==> config.mk <==
export PLATFORM = sky130hd
export DESIGN_NAME = bram_save_ctrl_flat
export DESIGN_NICKNAME = d
export VERILOG_FILES = /design/src/rtl/bram_save_ctrl_if.sv /design/src/rtl/bram_save_ctrl.sv /design/src/flat_wrapper.sv
export SDC_FILE = /design/constraint.sdc
export NUM_CORES = 1
export LEC_CHECK = 0
export ABC_AREA = 1
export CORE_MARGIN = 1
export CORE_UTILIZATION = 50
export DETAILED_ROUTE_END_ITERATION = 8
export PLACE_DENSITY = 0.85
export SYNTH_ARGS = -nofsm -noshare
export SYNTH_HDL_FRONTEND = slang
export SYNTH_SLANG_ARGS = --single-unit
==> constraint.sdc <==
create_clock -name clk_sys -period 2.3 [get_ports clk_sys]
set_input_delay 0.575 -clock clk_sys [delete_from_list [all_inputs] [get_ports clk_sys]]
set_output_delay 0.575 -clock clk_sys [all_outputs]
set_load 0.005 [all_outputs]
==> src/rtl/bram_save_ctrl_if.sv <==
// hps_io SD sector port as seen by the backup-RAM save sequencer.
// Handshake: the controller raises sd_rd/sd_wr with sd_lba stable and holds it until
// sd_ack rises; while sd_ack is high the HPS moves words (sd_buff_wr qualifies
// each incoming word at sd_buff_addr); the sector is complete when sd_ack falls.
interface bram_save_ctrl_if;
  logic [31:0] sd_lba;
  logic        sd_rd;
  logic        sd_wr;
  logic        sd_ack;
  logic [7:0]  sd_buff_addr;
  logic [15:0] sd_buff_dout;
  logic        sd_buff_wr;

  modport master (
    output sd_lba, sd_rd, sd_wr,
    input  sd_ack, sd_buff_addr, sd_buff_dout, sd_buff_wr
  );

  modport slave (
    input  sd_lba, sd_rd, sd_wr,
    output sd_ack, sd_buff_addr, sd_buff_dout, sd_buff_wr
  );
endinterface

==> src/rtl/bram_save_ctrl.sv <==
// Backup-RAM save/load/format sequencer between the core's dual-port RAM (port B)
// and the hps_io SD sector interface, with ACK timeout, dirty tracking and format fill.
module bram_save_ctrl #(
  parameter int unsigned SECTORS   = 16,
  parameter int unsigned SLOT_BITS = 2,
  parameter logic [15:0] HDR0      = 16'h5548,
  parameter logic [15:0] HDR1      = 16'h4D42,
  parameter logic [15:0] HDR2      = 16'h8800,
  parameter logic [15:0] HDR3      = 16'h8010,
  parameter int unsigned TO_W      = 24,
  localparam int unsigned IW_RAW   = $clog2(SECTORS),
  localparam int unsigned IW       = (IW_RAW == 0) ? 1 : IW_RAW,
  localparam int unsigned AW       = IW_RAW + 8
) (
  input  logic                 clk_sys,
  input  logic                 reset_n,
  input  logic                 enable,
  input  logic                 load_req,
  input  logic                 save_req,
  input  logic                 format_req,
  input  logic [SLOT_BITS-1:0] slot,
  input  logic                 core_wr,
  bram_save_ctrl_if.master     sd,
  output logic [AW-1:0]        ram_addr,
  output logic [15:0]          ram_din,
  output logic                 ram_we,
  output logic                 busy,
  output logic                 busy_load,
  output logic                 dirty,
  output logic                 err,
  output logic [1:0]           dbg_state
);

  typedef enum logic [1:0] {
    S_IDLE   = 2'd0,
    S_REQ    = 2'd1,
    S_XFER   = 2'd2,
    S_FORMAT = 2'd3
  } state_e;

  state_e                 state_q, state_d;
  logic                   op_load_q, op_load_d;
  logic [SLOT_BITS-1:0]   slot_q, slot_d;
  logic [IW-1:0]          idx_q, idx_d;
  logic [AW-1:0]          w_q, w_d;
  logic [TO_W-1:0]        to_q, to_d;
  logic [31:0]            lba_q, lba_d;
  logic                   rd_q, rd_d;
  logic                   wr_q, wr_d;
  logic                   dirty_q, dirty_d;
  logic                   err_q, err_d;
  logic                   touched_q, touched_d;
  logic                   load_lvl_q, save_lvl_q, format_lvl_q;
  logic                   ack_q;

  logic                   load_rise, save_rise, format_rise;
  logic                   ack_rise, ack_fall;
  logic                   idx_last, to_expire;
  logic [IW-1:0]          idx_inc;
  logic [TO_W-1:0]        to_inc;
  logic [15:0]            fmt_word;

  function automatic logic [31:0] make_lba(input logic [SLOT_BITS-1:0] s,
                                           input logic [IW-1:0] i);
    logic [31:0] l;
    l = (32'(s) << IW_RAW) | 32'(i);
    return l;
  endfunction

  assign load_rise   = load_req & ~load_lvl_q;
  assign save_rise   = save_req & ~save_lvl_q;
  assign format_rise = format_req & ~format_lvl_q;
  assign ack_rise    = sd.sd_ack & ~ack_q;
  assign ack_fall    = ~sd.sd_ack & ack_q;

  assign idx_inc   = idx_q + IW'(1);
  assign idx_last  = (32'(idx_q) == 32'(SECTORS - 1));
  assign to_inc    = to_q + TO_W'(1);
  assign to_expire = (to_inc == {TO_W{1'b1}});

  always_comb begin
    state_d   = state_q;
    op_load_d = op_load_q;
    slot_d    = slot_q;
    idx_d     = idx_q;
    w_d       = w_q;
    to_d      = to_q;
    lba_d     = lba_q;
    rd_d      = rd_q;
    wr_d      = wr_q;
    dirty_d   = dirty_q;
    err_d     = err_q;
    touched_d = touched_q | core_wr;

    unique case (state_q)
      S_IDLE: begin
        if (format_rise) begin
          w_d     = '0;
          state_d = S_FORMAT;
        end else if (enable && (load_rise || save_rise)) begin
          op_load_d = load_rise;
          slot_d    = slot;
          idx_d     = '0;
          lba_d     = make_lba(slot, '0);
          to_d      = '0;
          rd_d      = load_rise;
          wr_d      = ~load_rise;
          touched_d = core_wr;
          state_d   = S_REQ;
        end
      end

      S_REQ: begin
        if (ack_rise) begin
          rd_d    = 1'b0;
          wr_d    = 1'b0;
          state_d = S_XFER;
        end else if (to_expire) begin
          rd_d    = 1'b0;
          wr_d    = 1'b0;
          err_d   = 1'b1;
          state_d = S_IDLE;
        end else begin
          to_d = to_inc;
        end
      end

      S_XFER: begin
        if (ack_fall) begin
          if (idx_last) begin
            // A save only leaves the RAM clean if the core did not write during it.
            dirty_d = op_load_q ? 1'b0 : touched_q;
            err_d   = 1'b0;
            state_d = S_IDLE;
          end else begin
            idx_d   = idx_inc;
            lba_d   = make_lba(slot_q, idx_inc);
            to_d    = '0;
            rd_d    = op_load_q;
            wr_d    = ~op_load_q;
            state_d = S_REQ;
          end
        end
      end

      S_FORMAT: begin
        if (w_q == {AW{1'b1}}) begin
          dirty_d = 1'b1;
          state_d = S_IDLE;
        end else begin
          w_d = w_q + AW'(1);
        end
      end

      default: state_d = S_IDLE;
    endcase

    if (core_wr) dirty_d = 1'b1;
  end

  always_comb begin
    fmt_word = 16'h0000;
    if (w_q == AW'(0))      fmt_word = HDR0;
    else if (w_q == AW'(1)) fmt_word = HDR1;
    else if (w_q == AW'(2)) fmt_word = HDR2;
    else if (w_q == AW'(3)) fmt_word = HDR3;
  end

  always_comb begin
    ram_addr = AW'({idx_q, sd.sd_buff_addr});
    ram_din  = sd.sd_buff_dout;
    ram_we   = 1'b0;
    if (state_q == S_FORMAT) begin
      ram_addr = w_q;
      ram_din  = fmt_word;
      ram_we   = 1'b1;
    end else if (state_q == S_REQ || state_q == S_XFER) begin
      ram_we = sd.sd_buff_wr & sd.sd_ack & op_load_q;
    end
  end

  // Request level registers come out of reset high so a request held through
  // reset is not seen as a fresh edge.
  always_ff @(posedge clk_sys or negedge reset_n) begin
    if (!reset_n) begin
      state_q      <= S_IDLE;
      op_load_q    <= 1'b0;
      slot_q       <= '0;
      idx_q        <= '0;
      w_q          <= '0;
      to_q         <= '0;
      lba_q        <= '0;
      rd_q         <= 1'b0;
      wr_q         <= 1'b0;
      dirty_q      <= 1'b0;
      err_q        <= 1'b0;
      touched_q    <= 1'b0;
      load_lvl_q   <= 1'b1;
      save_lvl_q   <= 1'b1;
      format_lvl_q <= 1'b1;
      ack_q        <= 1'b0;
    end else begin
      state_q      <= state_d;
      op_load_q    <= op_load_d;
      slot_q       <= slot_d;
      idx_q        <= idx_d;
      w_q          <= w_d;
      to_q         <= to_d;
      lba_q        <= lba_d;
      rd_q         <= rd_d;
      wr_q         <= wr_d;
      dirty_q      <= dirty_d;
      err_q        <= err_d;
      touched_q    <= touched_d;
      load_lvl_q   <= load_req;
      save_lvl_q   <= save_req;
      format_lvl_q <= format_req;
      ack_q        <= sd.sd_ack;
    end
  end

  assign sd.sd_lba = lba_q;
  assign sd.sd_rd  = rd_q;
  assign sd.sd_wr  = wr_q;

  assign busy      = (state_q != S_IDLE);
  assign busy_load = (state_q == S_FORMAT) ||
                     (((state_q == S_REQ) || (state_q == S_XFER)) && op_load_q);
  assign dirty     = dirty_q;
  assign err       = err_q;
  assign dbg_state = state_q;

endmodule

==> src/flat_wrapper.sv <==
// flat-port wrapper written by rule: the top's interface ports become plain ports
module bram_save_ctrl_flat 
#(
  parameter int unsigned SECTORS   = 16,
  parameter int unsigned SLOT_BITS = 2,
  parameter logic [15:0] HDR0      = 16'h5548,
  parameter logic [15:0] HDR1      = 16'h4D42,
  parameter logic [15:0] HDR2      = 16'h8800,
  parameter logic [15:0] HDR3      = 16'h8010,
  parameter int unsigned TO_W      = 24,
  localparam int unsigned IW_RAW   = $clog2(SECTORS),
  localparam int unsigned IW       = (IW_RAW == 0) ? 1 : IW_RAW,
  localparam int unsigned AW       = IW_RAW + 8
)
  (clk_sys, reset_n, enable, load_req, save_req, format_req, slot, core_wr, ram_addr, ram_din, ram_we, busy, busy_load, dirty, err, dbg_state, sd_sd_lba, sd_sd_rd, sd_sd_wr, sd_sd_ack, sd_sd_buff_addr, sd_sd_buff_dout, sd_sd_buff_wr);
  bram_save_ctrl_if sd_i ();
  input  logic clk_sys;
  input  logic reset_n;
  input  logic enable;
  input  logic load_req;
  input  logic save_req;
  input  logic format_req;
  input  logic [SLOT_BITS-1:0] slot;
  input  logic core_wr;
  output logic [AW-1:0] ram_addr;
  output logic [15:0] ram_din;
  output logic ram_we;
  output logic busy;
  output logic busy_load;
  output logic dirty;
  output logic err;
  output logic [1:0] dbg_state;
  output wire logic [$bits(sd_i.sd_lba)-1:0] sd_sd_lba;
  output wire logic [$bits(sd_i.sd_rd)-1:0] sd_sd_rd;
  output wire logic [$bits(sd_i.sd_wr)-1:0] sd_sd_wr;
  input wire logic [$bits(sd_i.sd_ack)-1:0] sd_sd_ack;
  input wire logic [$bits(sd_i.sd_buff_addr)-1:0] sd_sd_buff_addr;
  input wire logic [$bits(sd_i.sd_buff_dout)-1:0] sd_sd_buff_dout;
  input wire logic [$bits(sd_i.sd_buff_wr)-1:0] sd_sd_buff_wr;
  assign sd_sd_lba = sd_i.sd_lba;
  assign sd_sd_rd = sd_i.sd_rd;
  assign sd_sd_wr = sd_i.sd_wr;
  assign sd_i.sd_ack = sd_sd_ack;
  assign sd_i.sd_buff_addr = sd_sd_buff_addr;
  assign sd_i.sd_buff_dout = sd_sd_buff_dout;
  assign sd_i.sd_buff_wr = sd_sd_buff_wr;
  bram_save_ctrl #(.SECTORS(SECTORS), .SLOT_BITS(SLOT_BITS), .HDR0(HDR0), .HDR1(HDR1), .HDR2(HDR2), .HDR3(HDR3), .TO_W(TO_W)) u_core (.clk_sys(clk_sys), .reset_n(reset_n), .enable(enable), .load_req(load_req), .save_req(save_req), .format_req(format_req), .slot(slot), .core_wr(core_wr), .sd(sd_i), .ram_addr(ram_addr), .ram_din(ram_din), .ram_we(ram_we), .busy(busy), .busy_load(busy_load), .dirty(dirty), .err(err), .dbg_state(dbg_state));
endmodule
==> results.txt <==
sequential share of the synthesized area -> 33.4%
maximum number of pins on one net before global-route repair -> 38
post-synthesis mux area share -> 0%
list of most frequent post-synthesis cells -> sky130_fd_sc_hd__nand2_1, sky130_fd_sc_hd__nor2_1, sky130_fd_sc_hd__inv_1, sky130_fd_sc_hd__nand3_1, sky130_fd_sc_hd__dfrtp_1
number of nets at the end of the flow -> 832
clock tree from TritonCTS -> built
largest family of logic cells by synthesized area -> simple AND/OR/NAND/NOR gates
worst reg-to-reg path cell count -> 14
clock-pin slew on the worst setup and hold paths -> 0.11 ns
number of optimization iterations in the first detailed-route pass -> 6
DR vias -> 4,773
Post-DP Area -> 5290 um2
# rows -> 33
CP cell instances -> inv_1 -> nand4_1 -> inv_2 -> nand2_1 -> o21ai_2 -> buf_6 -> nor2_4 -> o21ai_1 -> nand2_1 -> buf_2
flop2flop setup slack -> -0.07 ns
crit path DAT -> 1.84 ns
data required time of the critical path -> 1.73 ns
Finished Cell Area -> 5930 um2
Yosys Warn Count -> 0
Clk network pwr share -> 13.4%
failing checks -> setup timing
initial antenna violation count -> 0
I/O Buffers -> 77
adder-cell area share of the yosys netlist -> 3.27%
internal power of the cells -> 2.39 mW
transition at the pin with the smallest max-transition slack -> 0.506 ns
remaining antenna violation count after routing -> 0
total clock buffers created by CTS -> 5
Sinks on Clock Net -> 56
boundary pin count -> 104
worst reg2reg endpoint -> u_core.to_q[19]$_DFFE_PN0P_
root buffer cell -> sky130_fd_sc_hd__clkbuf_8
CORE AREA -> 8180 um2
leading post-synthesis cells by cell area -> sky130_fd_sc_hd__dfrtp_1, sky130_fd_sc_hd__nand2_1, sky130_fd_sc_hd__nor2_1, sky130_fd_sc_hd__nand3_1, sky130_fd_sc_hd__inv_1
Area growth syn-to-layout -> 41.0%
Final Worst Setup Slack -> -0.115 ns
number of diodes -> 0
worst-skew pair later-pin latency -> 0.33 ns
Compound-Gate Fraction of Synth Area -> 8.38%
count of state elements after synthesis -> 56
number of flops mapped to enable cells by yosys -> 0
final setup fails -> 34
Period minus WS final -> 2.41 ns
number of distinct standard cells referenced by the synthesized netlist -> 38
mean routed wirelength per cell -> 14.7 um
global-route wire length before repair -> 19,300 um
maximum ir drop on the vdd rail -> 655 uV
number of slew-limit violations in the final report -> 0
status -> complete, but fails checks
biggest cell delay along the critical path -> 0.40 ns
mean number of vias per cell -> 5.35
maximum fanout encountered on the critical timing path -> 6
Final Hold Violating Endpoints -> 0
power density of the placed cells -> 729 nW/um2
end-of-flow core utilization -> 72.6%
post-synthesis xor/xnor area fraction -> 1.66%
Detailed Route Iter0 Violations -> 374
type of the tightest min-delay check -> in -> async
pre-CTS setup slack -> -0.296 ns
largest area contributor in the netlist -> sky130_fd_sc_hd__dfrtp_1
most instantiated flip-flop cell in the synthesis netlist -> sky130_fd_sc_hd__dfrtp_1
mean cell area of the mapped netlist -> 6.45 um2
routability-driven placement congestion ratio -> 0.944
Synth top area share -> 31.5%
total congestion overflow after global routing -> 0
starting utilization of the core area -> 51.5%
Fin Clk Skew -> 0.00468 ns
area of the mapped netlist -> 4210 um2
final-layout fill cell count -> 605
Die Footprint -> 8790 um2
Sw Share -> 44.8%
library cell with the highest instance count after synthesis -> sky130_fd_sc_hd__nand2_1
Fmax -> 0.414 GHz
vias in the first global route -> 4,431
static leakage power -> 2.81 nW
post-route setup TNS -> -1.50 ns
Die Wd -> 93.8 um
FF-to-FF Start -> u_core.to_q[1]$_DFFE_PN0P_
fraction of layout instances using a drive strength above 1 -> 23.6%
startpoint type of the worst setup path -> register
setup repair after global routing missed its margin -> yes
cell type with the highest occurrence count on the critical path -> sky130_fd_sc_hd__nand2_1
H-Tree Depth -> 2
P_sw -> 1.94 mW
total wire length -> 13,100 um
number of hold-repair buffers added at the cts stage -> 0
number of max-cap violations -> 0
cells after synthesis -> 653
combinational share of power -> 57.9%
total routing usage reported by global routing -> 27.8%
Worst Setup End Kind -> output port
Die Height -> 93.8 um
worst slack on hold paths -> 0.194 ns
slowest cell on the critical path -> sky130_fd_sc_hd__dfrtp_1
fraction of the cycle the final worst path needs -> 105%
HPWL reported at the end of detailed placement -> 8800 um
max-slew headroom at the worst pin -> 66.3%
Clock Tree Buf Depth -> 2
sequential fraction of design power -> 28.6%
Synth async-reset ratio -> 100%
Crit Path Category -> reg -> out
post-synthesis simple-gate area fraction -> 39.7%
DRC Markers -> 0
-- layout by cell type, fill, tap and decap left out, drive strengths merged, types with 11 or more instances in the layout --
master         count
nand2            210
conb              26
o21ai             37
ha                11
dfrtp             53
buf               74
nand4             12
a21oi             18
clkbuf            15
dlygate4sd2       11
inv               78
clkdlybuf4s50     45
nor2             100
nand3             60
-- worst max path at each step --
stage / startpoint / endpoint / cells after the start
after floorplan: u_core.dbg_state[0]$_DFFE_PN0P_ / u_core.to_q[0]$_DFFE_PN0P_ / 9
after global placement: format_req / u_core.w_q[11]$_DFFE_PN0P_ / 11
after detailed placement: format_req / u_core.w_q[10]$_DFFE_PN0P_ / 10
after CTS: u_core.w_q[6]$_DFFE_PN0P_ / ram_din[4] / 8
after global routing: u_core.w_q[4]$_DFFE_PN0P_ / ram_din[15] / 8
final: u_core.w_q[10]$_DFFE_PN0P_ / ram_din[15] / 10
-- cells by family after synthesis --
group | count (synthesis)
and+or+nand+nor | 391
other | 1
buffers and inverters | 121
adders and majority gates | 11
xor gates and xnor gates | 8
AOI/OAI and AO/OA | 65
DFF | 56
-- state kept, by name, indices dropped and copies added, names as in the netlist --
signal               cells
u_core.sd.sd_rd          1
u_core.slot_q            2
u_core.idx_q             3
u_core.w_q              12
u_core.to_q             24
u_core.sd.sd_wr          1
u_core.dirty             1
u_core.dbg_state         2
u_core.touched_q         1
u_core.format_lvl_q      1
u_core.save_lvl_q        1
u_core.load_lvl_q        1
u_core.sd.sd_lba         3
u_core.ack_q             1
u_core.err               1
u_core.op_load_q         1
-- per-layer routing --
metal | up-vias | global-route usage, % | share of wire (%)
met2 | 219 | 49.5 | 52
met4 | 0 | 13.3 | 4.0
met1 | 2227 | 32.0 | 39
met3 | 53 | 5.02 | 5.6
met5 | - | 0 | 0
li1 | 2274 | - | -
-- power by group through the flow --
stage                     Combinational, mW  Sequential (mW)  Clock, mW
final                                  2.51             1.24      0.581
after global routing                   2.72             1.25      0.619
after detailed placement               2.15             1.23          0
after CTS                              2.25             1.22      0.583
after floorplan                        1.17             1.23          0
after global placement                 2.10             1.22          0
-- worst max-delay path, delay by kind of cell (launching register included) --
kind / cells / cell delay [ns]
buffers and inverters: 4 / 0.50
flip-flops: 1 / 0.40
AND/OR/NAND/NOR: 4 / 0.35
AO/OA/AOI/OAI: 2 / 0.27
-- layout make-up --
class	count	area, um2	share of cell area (%)
clock buffers	6	72.6	1.22
clock inverters	2	16.3	0.274
inverters	79	304	5.12
multi-input cells	502	2690	45.3
flip-flops and latches	56	1410	23.8
well taps	105	131	2.21
repair buffers	142	1310	22.0
-- through the flow --
step	power (mW)	std cells
after floorplan	2.39	678
after global placement	3.32	861
after detailed placement	3.38	861
after CTS	4.06	878
after global routing	4.59	892
final	4.33	892
-- what timing repair did --
| action | CTS | global route |
|---|---|---|
| resized for setup | 93 | 100 |
| setup endpoints to repair | 32 | 51 |
| gates cloned | 1 | 3 |
| pin swaps | 9 | 43 |
| buffers inserted | 8 | 11 |
Power figures use the tool's default switching activity.
